### src/rtl/legv8_pkg.sv
// Shared LEGv8 control definitions: FSM states, opcode classes and encodings,
// and the control-word layout used by the multi-cycle control unit.
package legv8_pkg;

    typedef enum logic [3:0] {
        S_START, S_FETCH, S_DECODE, S_EXEC_R, S_EXEC_I, S_WB_ALU, S_MEM_ADDR,
        S_MEM_RD, S_WB_MEM, S_MEM_WR, S_BR, S_CBZ, S_ILLEGAL
    } state_e;

    typedef enum logic [2:0] {
        C_R, C_I, C_D_LD, C_D_ST, C_B, C_CBZ, C_BAD
    } op_class_e;

    localparam logic [10:0] OP_ADD    = 11'b10001011000;
    localparam logic [10:0] OP_SUB    = 11'b11001011000;
    localparam logic [10:0] OP_AND    = 11'b10001010000;
    localparam logic [10:0] OP_ORR    = 11'b10101010000;
    localparam logic [10:0] OP_ADDI   = 11'b10010001000;
    localparam logic [10:0] OP_SUBI   = 11'b11010001000;
    localparam logic [10:0] OP_LDUR   = 11'b11111000010;
    localparam logic [10:0] OP_STUR   = 11'b11111000000;
    localparam logic [10:0] OP_B      = 11'b00010100000;
    localparam logic [10:0] OP_CBZ    = 11'b10110100000;
    localparam logic [10:0] MASK_FULL = 11'b11111111111;
    localparam logic [10:0] MASK_I    = 11'b11111111110;
    localparam logic [10:0] MASK_B    = 11'b11111100000;
    localparam logic [10:0] MASK_CBZ  = 11'b11111111000;

    localparam logic [3:0] ALU_ADD  = 4'b0010;
    localparam logic [3:0] ALU_SUB  = 4'b0110;
    localparam logic [3:0] ALU_AND  = 4'b0000;
    localparam logic [3:0] ALU_ORR  = 4'b0001;
    localparam logic [3:0] ALU_PASS = 4'b0111;

    localparam logic [1:0] SIGN_I   = 2'b00;
    localparam logic [1:0] SIGN_D   = 2'b01;
    localparam logic [1:0] SIGN_B   = 2'b10;
    localparam logic [1:0] SIGN_CBZ = 2'b11;

    localparam logic [1:0] SRCB_REG  = 2'b00;
    localparam logic [1:0] SRCB_FOUR = 2'b01;
    localparam logic [1:0] SRCB_IMM  = 2'b10;

    typedef struct packed {
        logic       pcwrite;
        logic       pcwritecond;
        logic       memread;
        logic       memwrite;
        logic       iord;
        logic       regwrite;
        logic       memtoreg;
        logic       reg2loc;
        logic       alusrca;
        logic [1:0] alusrcb;
        logic       pcsource;
        logic [3:0] aluctrl;
        logic [1:0] signop;
        logic       done;
        logic       illegal;
    } ctrl_t;

    function automatic logic op_match(input logic [10:0] op,
                                      input logic [10:0] val,
                                      input logic [10:0] mask);
        return ((op & mask) == (val & mask));
    endfunction

endpackage

### src/rtl/multicycle_control_opcode_class.sv
// Combinational opcode classifier: maps IR[31:21] to an instruction class and
// the ALU function used by the R- and I-type execute states.
module opcode_class
    import legv8_pkg::*;
(
    input  logic [10:0] opcode,
    output op_class_e   op_class,
    output logic [3:0]  alu_fn
);

    // Classify opcode and select ALU function
    always_comb begin
        op_class = C_BAD;
        alu_fn   = ALU_ADD;
        if (op_match(opcode, OP_ADD, MASK_FULL)) begin
            op_class = C_R;
            alu_fn   = ALU_ADD;
        end else if (op_match(opcode, OP_SUB, MASK_FULL)) begin
            op_class = C_R;
            alu_fn   = ALU_SUB;
        end else if (op_match(opcode, OP_AND, MASK_FULL)) begin
            op_class = C_R;
            alu_fn   = ALU_AND;
        end else if (op_match(opcode, OP_ORR, MASK_FULL)) begin
            op_class = C_R;
            alu_fn   = ALU_ORR;
        end else if (op_match(opcode, OP_ADDI, MASK_I)) begin
            op_class = C_I;
            alu_fn   = ALU_ADD;
        end else if (op_match(opcode, OP_SUBI, MASK_I)) begin
            op_class = C_I;
            alu_fn   = ALU_SUB;
        end else if (op_match(opcode, OP_LDUR, MASK_FULL)) begin
            op_class = C_D_LD;
        end else if (op_match(opcode, OP_STUR, MASK_FULL)) begin
            op_class = C_D_ST;
        end else if (op_match(opcode, OP_B, MASK_B)) begin
            op_class = C_B;
        end else if (op_match(opcode, OP_CBZ, MASK_CBZ)) begin
            op_class = C_CBZ;
        end else begin
            op_class = C_BAD;
        end
    end

endmodule

### src/rtl/multicycle_control.sv
// Multi-cycle LEGv8 control FSM. State-decoded controls are registered; only
// the memory-handshake strobes and decode-cycle selects look at live inputs.
module multicycle_control
    import legv8_pkg::*;
(
    input  logic        CLK,
    input  logic        Reset_L,
    input  logic [10:0] Opcode,
    input  logic        Zero,
    input  logic        MemReady,
    output logic        PCWrite,
    output logic        PCWriteCond,
    output logic        IRWrite,
    output logic        MemRead,
    output logic        MemWrite,
    output logic        IorD,
    output logic        RegWrite,
    output logic        MemtoReg,
    output logic        Reg2Loc,
    output logic        ALUSrcA,
    output logic [1:0]  ALUSrcB,
    output logic        PCSource,
    output logic [3:0]  ALUCtrl,
    output logic [1:0]  SignOp,
    output logic        Done,
    output logic        Illegal
);

    state_e    state_r;
    state_e    next_s;
    ctrl_t     ctrl_r;
    logic      arm_r;
    op_class_e cls_s;
    logic [3:0] alu_fn_s;
    logic      fetch_s;
    logic      decode_s;
    logic      memwr_s;
    logic      unused_s;

    opcode_class u_class (
        .opcode   (Opcode),
        .op_class (cls_s),
        .alu_fn   (alu_fn_s)
    );

    // Zero is consumed by the datapath together with PCWriteCond
    assign unused_s = Zero;

    function automatic ctrl_t state_ctrl(input state_e s, input logic [3:0] fn);
        ctrl_t c;
        c = '0;
        c.aluctrl = ALU_ADD;
        case (s)
            S_START:    c = '0;
            S_FETCH:    begin c.memread = 1'b1; c.alusrcb = SRCB_FOUR; end
            S_DECODE:   c.alusrcb = SRCB_IMM;
            S_EXEC_R:   begin c.alusrca = 1'b1; c.alusrcb = SRCB_REG; c.aluctrl = fn; end
            S_EXEC_I:   begin c.alusrca = 1'b1; c.alusrcb = SRCB_IMM; c.aluctrl = fn; end
            S_WB_ALU:   begin c.regwrite = 1'b1; c.done = 1'b1; end
            S_MEM_ADDR: begin c.alusrca = 1'b1; c.alusrcb = SRCB_IMM; c.signop = SIGN_D; end
            S_MEM_RD:   begin c.memread = 1'b1; c.iord = 1'b1; end
            S_WB_MEM:   begin c.regwrite = 1'b1; c.memtoreg = 1'b1; c.done = 1'b1; end
            S_MEM_WR:   begin c.memwrite = 1'b1; c.iord = 1'b1; c.reg2loc = 1'b1; end
            S_BR:       begin c.pcwrite = 1'b1; c.pcsource = 1'b1; c.done = 1'b1; end
            S_CBZ: begin
                c.alusrca     = 1'b1;
                c.alusrcb     = SRCB_REG;
                c.reg2loc     = 1'b1;
                c.aluctrl     = ALU_PASS;
                c.pcwritecond = 1'b1;
                c.pcsource    = 1'b1;
                c.done        = 1'b1;
            end
            S_ILLEGAL:  begin c = '0; c.illegal = 1'b1; end
            default:    c = '0;
        endcase
        return c;
    endfunction

    // Next-state selection
    always_comb begin
        next_s = state_r;
        case (state_r)
            S_START:    if (arm_r) next_s = S_FETCH; else next_s = S_START;
            S_FETCH:    if (MemReady) next_s = S_DECODE; else next_s = S_FETCH;
            S_DECODE: begin
                case (cls_s)
                    C_R:            next_s = S_EXEC_R;
                    C_I:            next_s = S_EXEC_I;
                    C_D_LD, C_D_ST: next_s = S_MEM_ADDR;
                    C_B:            next_s = S_BR;
                    C_CBZ:          next_s = S_CBZ;
                    default:        next_s = S_ILLEGAL;
                endcase
            end
            S_EXEC_R, S_EXEC_I: next_s = S_WB_ALU;
            S_MEM_ADDR: if (cls_s == C_D_ST) next_s = S_MEM_WR; else next_s = S_MEM_RD;
            S_MEM_RD:   if (MemReady) next_s = S_WB_MEM; else next_s = S_MEM_RD;
            S_MEM_WR:   if (MemReady) next_s = S_FETCH; else next_s = S_MEM_WR;
            S_WB_ALU, S_WB_MEM, S_BR, S_CBZ: next_s = S_FETCH;
            S_ILLEGAL:  next_s = S_ILLEGAL;
            default:    next_s = S_START;
        endcase
    end

    // State and registered control word; arm_r holds START for one full cycle after reset release
    always_ff @(posedge CLK or negedge Reset_L) begin
        if (!Reset_L) begin
            state_r <= S_START;
            ctrl_r  <= '0;
            arm_r   <= 1'b0;
        end else begin
            state_r <= next_s;
            ctrl_r  <= state_ctrl(next_s, alu_fn_s);
            arm_r   <= 1'b1;
        end
    end

    assign fetch_s  = (state_r == S_FETCH);
    assign decode_s = (state_r == S_DECODE);
    assign memwr_s  = (state_r == S_MEM_WR);

    // The opcode is only valid once DECODE is entered, so its selects are live
    assign IRWrite     = fetch_s & MemReady;
    assign PCWrite     = ctrl_r.pcwrite | (fetch_s & MemReady);
    assign Done        = ctrl_r.done | (memwr_s & MemReady);
    assign Reg2Loc     = ctrl_r.reg2loc | (decode_s & ((cls_s == C_D_ST) | (cls_s == C_CBZ)));
    assign SignOp      = decode_s ? ((cls_s == C_B) ? SIGN_B : SIGN_CBZ) : ctrl_r.signop;
    assign PCWriteCond = ctrl_r.pcwritecond;
    assign MemRead     = ctrl_r.memread;
    assign MemWrite    = ctrl_r.memwrite;
    assign IorD        = ctrl_r.iord;
    assign RegWrite    = ctrl_r.regwrite;
    assign MemtoReg    = ctrl_r.memtoreg;
    assign ALUSrcA     = ctrl_r.alusrca;
    assign ALUSrcB     = ctrl_r.alusrcb;
    assign PCSource    = ctrl_r.pcsource;
    assign ALUCtrl     = ctrl_r.aluctrl;
    assign Illegal     = ctrl_r.illegal;

endmodule
### config.mk
export PLATFORM = sky130hd
export DESIGN_NAME = multicycle_control
export DESIGN_NICKNAME = d
export VERILOG_FILES = /design/src/rtl/legv8_pkg.sv /design/src/rtl/multicycle_control_opcode_class.sv /design/src/rtl/multicycle_control.sv
export SDC_FILE = /design/constraint.sdc
export NUM_CORES = 1
export LEC_CHECK = 0
export ABC_AREA = 1
export CORE_UTILIZATION = 40
export DETAILED_ROUTE_END_ITERATION = 8
export PLACE_DENSITY_LB_ADDON = 0.2
export SYNTH_ARGS = -nofsm -noshare
export SYNTH_HDL_FRONTEND = slang
export SYNTH_SLANG_ARGS = --single-unit
### constraint.sdc
create_clock -name CLK -period 4.1 [get_ports CLK]
set_input_delay 0.82 -clock CLK [delete_from_list [all_inputs] [get_ports CLK]]
set_output_delay 0.82 -clock CLK [all_outputs]
set_load 0.1 [all_outputs]
==> flow_metrics.py <==
metrics = {
    "setup_path": {
        "crit_path_max_incr_delay_ps": 630,
        "crit_path_end_kind": "output pin",
        "required_ps": 3280,
        "critPathLaunchType": "input pin",
        "criticalPathCategory": "in2out",
        "path_max_fanout": 7,
        "cp_cell_sequence": "clkdlybuf4s50_1, nand2_2, nor2_2, nand3_2, nor2_4, a21oi_1, o21bai_1, buf_4",
        "arrival_ps": 2480,
        "cp_slowest_cell": "clkdlybuf4s50_1",
    },
    "timing": {
        "setup_violations": 0,
        "hold_viol": 0,
        "fin_crit_ps": 3300,
        "worst_pin_slew_ps": 999,
        "drv_slew": 0,
        "maxSlewHeadroom_pct": 33.2,
        "tns_ps": 0,
        "fmax_mhz": 303,
        "worst_slack_ps": 801,
        "post-route-period-util_pct": 80.5,
        "clock_skew_ps": 4.92,
        "rsz0062_at_grt": "no",
    },
    "floorplanning": {
        "core_area_um2": 3690,
        "die_height_um": 64.2,
        "rows": 22,
        "fp.dieW_um": 64.2,
        "die_area_um2": 4120,
        "start_util_pct": 41.9,
        "pin_count": 36,
    },
    "grt": {
        "grt_max_degree": 24,
        "grt_pass1_vias": 1276,
        "grt_pass1_wl_um": 5400,
        "grt_usage_pct": 16.4,
        "grt-ovfl-total": 0,
        "antenna_found_initial": 0,
    },
    "layout": {
        "final_cell_count_no_fill": 290,
        "syn_to_final_growth_pct": 24.0,
        "antenna_cells": 0,
        "nNetsFinal": 258,
        "fin_util_pct": 52.0,
        "fillers": 360,
        "drive_above_1_share_pct": 22.7,
    },
    "clock_network": {
        "clk_latency_ps": 260,
        "post_cts_buffers": 0,
        "cts_resized": 0,
        "cts_tree": "done",
        "cts.clk_slew.worst_paths_ps": 80,
        "clock_sinks": 23,
        "htree_levels": 1,
        "cts_hold_buf": 0,
        "clockBufferDepth": 2,
        "cts-root-buf": "clkbuf_8",
        "cts_made_buffers": 3,
    },
    "min_path": {
        "hp-class": "reg2reg",
    },
    "routing": {
        "vias": 1337,
        "wire_per_inst_um": 10.2,
        "drc_errors": 0,
        "via_per_inst": 4.61,
        "postRouteAntennaNets": 0,
        "wl_um": 2960,
        "first_pass_iters": 4,
        "first_iter_violations": 30,
    },
    "synth": {
        "syn_inst": 212,
        "ys_ff_latch": 23,
        "syn-num-nets": 227,
        "yosys_warnings": 0,
        "synth_cell_types": 29,
        "yosysSeqAreaShare_pct": 37.2,
        "synth_area_um2": 1550,
        "synth.avg_cell_area_um2": 7.29,
    },
    "placement": {
        "place_congestion": 0.871,
        "post-dp-hpwl_um": 2350,
        "post-place-cells": 286,
        "io_buffers": 33,
        "pre_cts_slack_ps": 820,
    },
    "status": {
        "outcome": "finished, final reports clean",
    },
    "job": {
        "maxCapViolCount": 0,
    },
    "power": {
        "ir_worst_vdd_uv": 559,
        "p_leak_nw": 1.00,
        "p_per_area_nw_per_um2": 724,
    },
}
## sequential cells by signal, indices dropped and copies added, names as in the netlist, 2 cells and up
signal	cells
ALUCtrl	3
state_r	4
ALUSrcB	2
ctrl_r	4
## stage by stage
step | total power [mW] | cell area [um2] | hold WS, ps
after floorplan | 1.09 | 1550 | 524
after global placement | 1.26 | 1870 | 712
after detailed placement | 1.26 | 1870 | 707
after CTS | 1.40 | 1920 | 726
after global routing | 1.49 | 1920 | 786
final | 1.39 | 1920 | 718
## layer usage
| metal | up-vias | wire length (um) | track usage [%] |
|---|---|---|---|
| li1 | 692 | - | - |
| met3 | 4 | 98 | 3.04 |
| met4 | 0 | 36 | 5.00 |
| met1 | 616 | 1490 | 23.2 |
| met2 | 25 | 1330 | 25.3 |
| met5 | - | 0 | 0 |
## path summary, 6_finish.rpt
path	slack, ps	start	cells after the start	end
max in group asynchronous	2390	Reset_L	1	state_r[3]$_DFF_PN0_
min in group asynchronous	1110	Reset_L	1	IorD$_DFF_PN0_
worst max register to register	2310	state_r[3]$_DFF_PN0_	11	ALUCtrl[1]$_DFF_PN0_
worst max-delay path	800	Opcode[10]	8	Reg2Loc
worst min-delay path	720	arm_r$_DFF_PN0_	4	state_r[0]$_DFF_PN0_
worst min register to register	720	arm_r$_DFF_PN0_	4	state_r[0]$_DFF_PN0_
## synthesized netlist by cell type (all sizes together)
library cell   n  share of area [%]
a21oi          1               0.32
a22o           1               0.57
clkinv         1               0.24
nand3         20                8.9
conb           2               0.49
dfrtp         23                 37
o22ai          1               0.40
nor2          46                 16
or2            1               0.40
a31oi          1               0.40
nor3           5                3.0
buf            7                3.4
o21ai          2               0.65
inv           40                9.9
nand2         57                 16
nand3b         1               0.49
o21bai         3                1.5
## layout by cell type, fill, tap and decap left out, drive strengths merged
master	n
clkdlybuf4s50	28
dfrtp	23
or2	1
clkinv	2
clkbuf	3
inv	40
a22o	1
nand2	57
o21bai	3
nand3	20
a21oi	1
o22ai	1
o21ai	2
a31oi	1
buf	5
nor3	5
nor2	46
nand3b	1
conb	2
## worst max-delay path: cells and delay by family
family / cells / cell delay [ps]
buffers and inverters: 2 / 940
AO/OA/AOI/OAI: 2 / 210
AND/OR/NAND/NOR: 4 / 500
## power by group
| group | internal [mW] | switching, mW | total (mW) | leakage, nW |
|---|---|---|---|---|
| Sequential | 0.285 | 0.0253 | 0.311 | 0.305 |
| Combinational | 0.232 | 0.709 | 0.940 | 0.672 |
| Clock | 0.0677 | 0.0705 | 0.138 | 0.0255 |
## logic make-up after synthesis
logic type,Yosys count,synth area share [%]
AND/OR/NAND/NOR,130,45.0
flip-flops,23,37.2
AO/OA/AOI/OAI,9,3.80
other,2,0.486
buffers and inverters,48,13.5
## cell type report
type	count	area, um2	area share (%)
multi-input cells	141	762	39.7
clock buffers	3	41.3	2.15
clock inverters	1	5.00	0.261
well taps	48	60.1	3.13
flip-flops and latches	23	576	30.0
inverters	41	156	8.15
repair buffers	33	318	16.6
Note: power is estimated with default switching activity, not from simulation.
